File: src/rtl/seg_pkg.sv
// Shared constants and helpers for the 7-segment scan logic.
package seg_pkg;

    localparam int NIB_W            = 4;
    localparam int DEFAULT_DIGITS   = 4;
    localparam int DEFAULT_SCAN_DIV = 50000;
    localparam int MAX_DIGITS       = 8;

    // Active-low one-hot enable; bits at or above n stay high (off).
    function automatic logic [MAX_DIGITS-1:0] digit_on_n(input int unsigned idx,
                                                         input int unsigned n);
        logic [MAX_DIGITS-1:0] en_n;
        en_n = '1;
        for (int unsigned d = 0; d < MAX_DIGITS; d++) begin
            if (d == idx && d < n)
                en_n[d] = 1'b0;
        end
        return en_n;
    endfunction

endpackage

File: src/rtl/scan_prescaler.sv
// Dwell-rate prescaler: counts 0..SCAN_DIV-1 and flags the last count.
module scan_prescaler
    import seg_pkg::*;
#(
    parameter int SCAN_DIV = DEFAULT_SCAN_DIV
) (
    input  logic clk,
    input  logic rst,
    output logic tick
);

    localparam int CNT_W = (SCAN_DIV > 1) ? $clog2(SCAN_DIV) : 1;
    localparam logic [CNT_W-1:0] LAST_CNT = CNT_W'(SCAN_DIV - 1);

    logic [CNT_W-1:0] count_q;

    assign tick = (count_q == LAST_CNT);

    always_ff @(posedge clk) begin
        if (!rst)
            count_q <= '0;
        else if (tick)
            count_q <= '0;
        else
            count_q <= count_q + CNT_W'(1);
    end

endmodule

File: src/rtl/seg_scan_mux.sv
// Time-multiplexed digit scanner feeding a 7-segment decoder.
// Define LZ_BLANK_EN to suppress leading-zero digits.
module seg_scan_mux
    import seg_pkg::*;
#(
    parameter int NUM_DIGITS = DEFAULT_DIGITS,
    parameter int SCAN_DIV   = DEFAULT_SCAN_DIV
) (
    input  logic                          clk,
    input  logic                          rst,
    input  logic                          load,
    input  logic [NIB_W*NUM_DIGITS-1:0]   data_in,
    input  logic                          blank,
    output logic [NIB_W-1:0]              nib_out,
    output logic [NUM_DIGITS-1:0]         an_out,
    output logic [$clog2(NUM_DIGITS)-1:0] digit_idx,
    output logic                          frame_done
);

    localparam int IDX_W = $clog2(NUM_DIGITS);
    localparam logic [IDX_W-1:0] LAST_IDX = IDX_W'(NUM_DIGITS - 1);

    logic [NIB_W*NUM_DIGITS-1:0] hold_q;
    logic [IDX_W-1:0]            idx_q;
    logic                        tick;
    logic [NUM_DIGITS-1:0]       on_n;
    logic [NUM_DIGITS-1:0]       lz_mask;
    logic [NUM_DIGITS-1:0]       an_next;

    scan_prescaler #(
        .SCAN_DIV (SCAN_DIV)
    ) u_prescaler (
        .clk  (clk),
        .rst  (rst),
        .tick (tick)
    );

    assign on_n = NUM_DIGITS'(digit_on_n(32'(idx_q), NUM_DIGITS));

`ifdef LZ_BLANK_EN
    // A digit is dark when it and every digit above it hold zero; digit 0 always shows.
    always_comb begin : lz_scan
        logic upper_zero;
        lz_mask    = '0;
        upper_zero = 1'b1;
        for (int d = NUM_DIGITS - 1; d >= 1; d--) begin
            upper_zero = upper_zero && (hold_q[NIB_W*d +: NIB_W] == '0);
            lz_mask[d] = upper_zero;
        end
    end
`else
    assign lz_mask = '0;
`endif

    assign an_next = blank ? '1 : (on_n | lz_mask);

    // Nibble and enable share one register stage so digit switches never ghost.
    always_ff @(posedge clk) begin
        if (!rst) begin
            hold_q     <= '0;
            idx_q      <= '0;
            nib_out    <= '0;
            an_out     <= '1;
            digit_idx  <= '0;
            frame_done <= 1'b0;
        end else begin
            if (load)
                hold_q <= data_in;
            if (tick)
                idx_q <= (idx_q == LAST_IDX) ? '0 : idx_q + IDX_W'(1);
            frame_done <= tick && (idx_q == LAST_IDX);
            nib_out    <= hold_q[NIB_W*idx_q +: NIB_W];
            an_out     <= an_next;
            digit_idx  <= idx_q;
        end
    end

endmodule

File: config.mk
export PLATFORM = sky130hd
export DESIGN_NAME = seg_scan_mux
export DESIGN_NICKNAME = d
export VERILOG_FILES = /design/src/rtl/seg_pkg.sv /design/src/rtl/scan_prescaler.sv /design/src/rtl/seg_scan_mux.sv
export SDC_FILE = /design/constraint.sdc
export NUM_CORES = 1
export LEC_CHECK = 0
export BUFFER_PORTS_ARGS = -buffer_cell sky130_fd_sc_hd__buf_4
export CAP_MARGIN = 20
export CORE_UTILIZATION = 27
export CTS_BUF_LIST = sky130_fd_sc_hd__clkbuf_4
export DETAILED_ROUTE_END_ITERATION = 10
export SLEW_MARGIN = 20
export SYNTH_ARGS = -nofsm -noshare
export SYNTH_HDL_FRONTEND = slang
export SYNTH_SLANG_ARGS = --single-unit
File: constraint.sdc
create_clock -name clk -period 2.8 [get_ports clk]
set_clock_uncertainty 0.15 [all_clocks]
set_input_delay 0.14 -clock clk [delete_from_list [all_inputs] [get_ports clk]]
set_output_delay 0.14 -clock clk [all_outputs]
set_load 0.02 [all_outputs]
; ---- Yosys cells after proc, flatten, opt, wreduce, memory -nomap -nowiden
; Index checks and enable logic that the tools add are counted.
[totals]
input_bits = 20
reg_bits = 45
word_cells = 25
out_inout_bits = 11
[op_classes]
reduce_logical = 4
n_mux = 5
n_shift = 1
n_eq_ne = 5
n_addsub = 2
bitwise_logic = 1
[op_table]
columns = op, n
row1 = $add A16 B1 Y16 const B, 1
row2 = $eq A16 B16 Y1 const B, 1
row3 = $shiftx A16 B5 Y4, 1
row4 = $eq A2 B2 Y1 const A, 2
row5 = $mux W1, 4
row6 = $reduce_or A2 Y1, 2
row7 = $add A2 B1 Y2 const B, 1
row8 = $eq A1 B2 Y1 const A, 1
row9 = $eq A2 B2 Y1 const B, 1
row10 = $logic_not A2 Y1, 1
row11 = $mux W2, 1
row12 = $logic_and A1 B1 Y1, 1
row13 = $not A1 Y1, 1

; ---- Logic depth before layout (Yosys ltp)
[depth]
depth_word = 2
mapped_depth = 6
mapped_depth_nobuf = 5

; ---- Modules after synthesis
; Synthesis repeated with hierarchy kept, for this count alone.
[unflattened]
cells_unflattened = 178
hier_area_um2 = 1885.6
[by_module_without_submodules]
columns = module, seq_area_each_um2, n_inst, area_per_inst_um2, cells_each
row1 = seg_scan_mux, 580.6, 1, 1096.1, 99
row2 = scan_prescaler, 320.3, 1, 789.5, 79

; ---- Least setup slack after synthesis
; OpenSTA, ideal clock, no wires.
[synth_path]
kind = register to register
startpoint = register u_prescaler.count_q[0]
endpoint = register u_prescaler.count_q[12]
stages_incl_launch_ff = 7
period_less_slack_ns = 1.614
required_ns = 2.533
n_path_buf = 1
arrival_time_ns = 1.347
setup_ns = 0.117
path_slack_ns = 1.186
cell_sequence = dfxtp_1 -> ha_1 -> nand3_1 -> nand4b_4 -> nand2_1 -> buf_2 -> nor2_1
[synth_between]
elab_chain_cells = 2
elab_cells_between_ends = 3
cone_classes = add/sub (1) / eq/ne (1) / reduce/logical (1)
[synth_lines]
columns = item, line
row1 = start: declaration, scan_prescaler.sv:15  ; logic [CNT_W-1:0] count_q;
row2 = start signal: assignment, scan_prescaler.sv:25  ; count_q <= count_q + CNT_W'(1);
row3 = branches (longest 2 deep; another with $add A16 B1 Y16), -
; Several ways; the timed one is not identified.
; A chain may end at the register's enable or synchronous reset.

; ---- Worst setup path after layout
; Same ends and word-level chain as after synthesis.

==> impl_metrics.yaml <==
critical_path:
  critPathMaxFanout: 14
  critPathMaxStageDelay_ns: 0.42
  cp_slowest_cell: "nand2_1"
  end_kind: "flop"
  start_kind: "flop"
  cp_cell_sequence: "ha_1 -> nand3_1 -> nand4b_4 -> nand2_1 -> nor2_1"
  r2r_cells: 5
  worstPathRequired_ns: 2.88
  worstPathArrival_ns: 1.98
  criticalPathCategory: "reg -> reg"
clocking:
  clockRootBuffer: "clkbuf_4"
  insertion_delay_ns: 0.35
  clk_path_buf_depth: 2
  cts_buffers: 5
  cts_setup_buffers: 0
  cts.hold.buffers_added: 17
  cts_sinks: 45
  path_clk_slew_ns: 0.12
  cts_tree: "yes"
  cts.htree.levels: 2
  cts_resized: 0
pwr:
  power_mw: 1.15
  clkPwrFrac_pct: 32.9
  power.density_nw_per_um2: 484
  peakVddDrop_mv: 0.262
  p_int_mw: 0.905
  p_leak_nw: 0.972
  sequentialPowerShare_pct: 58.4
  switching_share_pct: 21.4
  power_switching_mw: 0.246
  pwr-share-comb_pct: 8.7
logic_synthesis:
  async_flop_share_pct: 0
  synth_top_area_share_pct: 48.8
  synthFlopType: "dfxtp_1"
  synth_edf_count: 0
  synthCells: 173
  postSynthAreaPerCell_um2: 10.7
  synth_largest_area_cell: "dfxtp_1"
  netlist_area_um2: 1840
  seq_area_frac_synth_pct: 48.8
  syn_nets: 198
  ys_seq_elements: 45
  synth_cell_types: 24
  synth_area_leaders: "dfxtp_1 49%, mux2i_1 9.2%, nor2b_1 6.1%, xnor2_1 5.7%, mux4_2 4.9%"
  ys_warn_count: 0
run_status:
  status: "finished clean"
cells_and_area:
  finalNetCount: 245
  fill_cells: 661
  final_util_pct: 36.8
  drive_above_1_share_pct: 20.5
  area_growth_pct: 28.9
  finish.instance_area_um2: 2380
  antenna_cells: 0
sta:
  fin_crit_sh_pct: 67.9
  max_freq_mhz: 526
  worst_pin_slew_ns: 0.536
  relSlewSlack_pct: 64.2
  slew_viol_final: 0
  finalCriticalPeriod_ns: 1.90
  hold_violations: 0
  rsz0062_at_grt: "false"
  setup_viol: 0
  tns_ns: 0
floorplan:
  coreArea_um2: 6460
  die_h_um: 84.6
  die_w_um: 84.6
  rows: 29
  io_pins: 31
  start_util_pct: 28.6
  dieArea_um2: 7160
global_route:
  grt_max_degree: 30
  grt_overflow: 0
  grt_pass1_wl_um: 5930
  grt_pass1_vias: 1332
  track_usage_pct: 10.6
  antenna_found_initial: 0
placed_design:
  port_buffers: 30
  placed_cell_area_um2: 2130
  dp_hpwl_um: 2280
  gp_congestion: 0.726
route:
  drt-pass1-iter-count: 6
  postRouteAntennaNets: 0
  vias: 1292
  via_per_inst: 4.35
  wl_per_cell_um: 11.7
  drtIter0Drc: 28
  drc: 0
  wl_um: 3460
min_path:
  worstHoldPathType: "in -> reg"
  holdPathStages: 3
job:
  cap_violations: 0
==> cell families (layout without fill, tap and decap cells) <==
logic type / Yosys count / after routing / share of synthesized area (%)
multiplexers: 21 / 21 / 14.1
adder cells (fa/ha/maj): 5 / 5 / 3.39
AO/OA/AOI/OAI: 1 / 1 / 0.407
AND/OR/NAND/NOR: 75 / 75 / 23.9
buffers and inverters: 12 / 59 / 2.71
XOR/XNOR: 14 / 14 / 6.65
flip-flops: 45 / 45 / 48.8
==> Yosys cell counts, types with 3 or more instances <==
library cell / count
xnor2_1: 12
inv_1: 5
ha_1: 5
nand2_1: 10
nor3_1: 4
mux2i_1: 17
nor2b_1: 18
clkbuf_1: 3
nor2_1: 19
nand3_1: 5
and2_1: 7
nor4_1: 3
buf_2: 4
mux4_2: 4
dfxtp_1: 45
==> layer usage <==
metal | share of wire, % | global-route usage, % | vias to the layer above
met2 | 47 | 18.3 | 26
li1 | - | - | 665
met5 | 0 | 0 | -
met4 | 1.4 | 3.24 | 0
met1 | 48 | 12.3 | 595
met3 | 3.9 | 3.64 | 6
==> final timing paths <==
path                                startpoint                            endpoint  slack, ns
max          u_prescaler.count_q[0]$_SDFF_PP0_  u_prescaler.count_q[12]$_SDFF_PP0_       0.90
max reg2reg  u_prescaler.count_q[0]$_SDFF_PP0_  u_prescaler.count_q[12]$_SDFF_PP0_       0.90
min reg2reg  u_prescaler.count_q[0]$_SDFF_PP0_   u_prescaler.count_q[0]$_SDFF_PP0_       0.33
min                                        rst               frame_done$_SDFF_PN0_       0.01
==> cell usage in the layout, fill, tap and decap left out, drive strengths merged <==
master,n
a21boi,1
and2,7
and3,1
and4bb,2
buf,30
bufinv,1
clkbuf,5
clkinv,1
dfxtp,45
dlygate4sd3,17
ha,5
inv,5
mux2i,17
mux4,4
nand2,10
nand3,5
nand4,3
nand4b,1
nor2,19
nor2b,18
nor3,4
nor4,3
nor4b,1
or3,1
xnor2,12
xor2,2
==> critical path, delay by kind of cell, from the launching register on <==
kind / cells / cell delay, ns
adders and majority gates: 1 / 0.21
and+or+nand+nor: 4 / 1.03
DFF: 1 / 0.39
==> cell type report <==
cell class	instances	area [um2]	share of cell area, %
Timing Repair Buffer	47	395	16.6
Tap cell	77	96.3	4.05
Clock buffer	5	37.5	1.58
Sequential cell	45	901	37.9
Clock inverter	2	35.0	1.47
Inverter	5	18.8	0.789
Multi-Input combinational cell	116	893	37.6
==> state kept, by name (all words and copies together), names as in the netlist <==
name,cells
idx_q,2
frame_done,1
u_prescaler.count_q,16
digit_idx,2
hold_q,16
nib_out,4
an_out,4
==> power by group through the flow <==
stage               Sequential (mW)  Clock, mW  Combinational [mW]
floorplan                     0.686          0              0.0461
global placement              0.685          0              0.0807
finish                        0.671      0.379               0.100
CTS                           0.672      0.398               0.100
detailed placement            0.686          0              0.0811
global route                  0.674      0.423               0.110
==> metrics by stage <==
step,cells,hold slack (ns),setup WS (ns)
2_1_floorplan,173,0.122,1.19
3_3_place_gp,273,0.236,0.985
3_5_place_dp,273,0.230,0.919
4_1_cts,297,0.00203,0.879
5_1_grt,297,0.00311,0.715
6_report,297,0.0115,0.899
No activity file was read; power rests on OpenSTA's default activity.
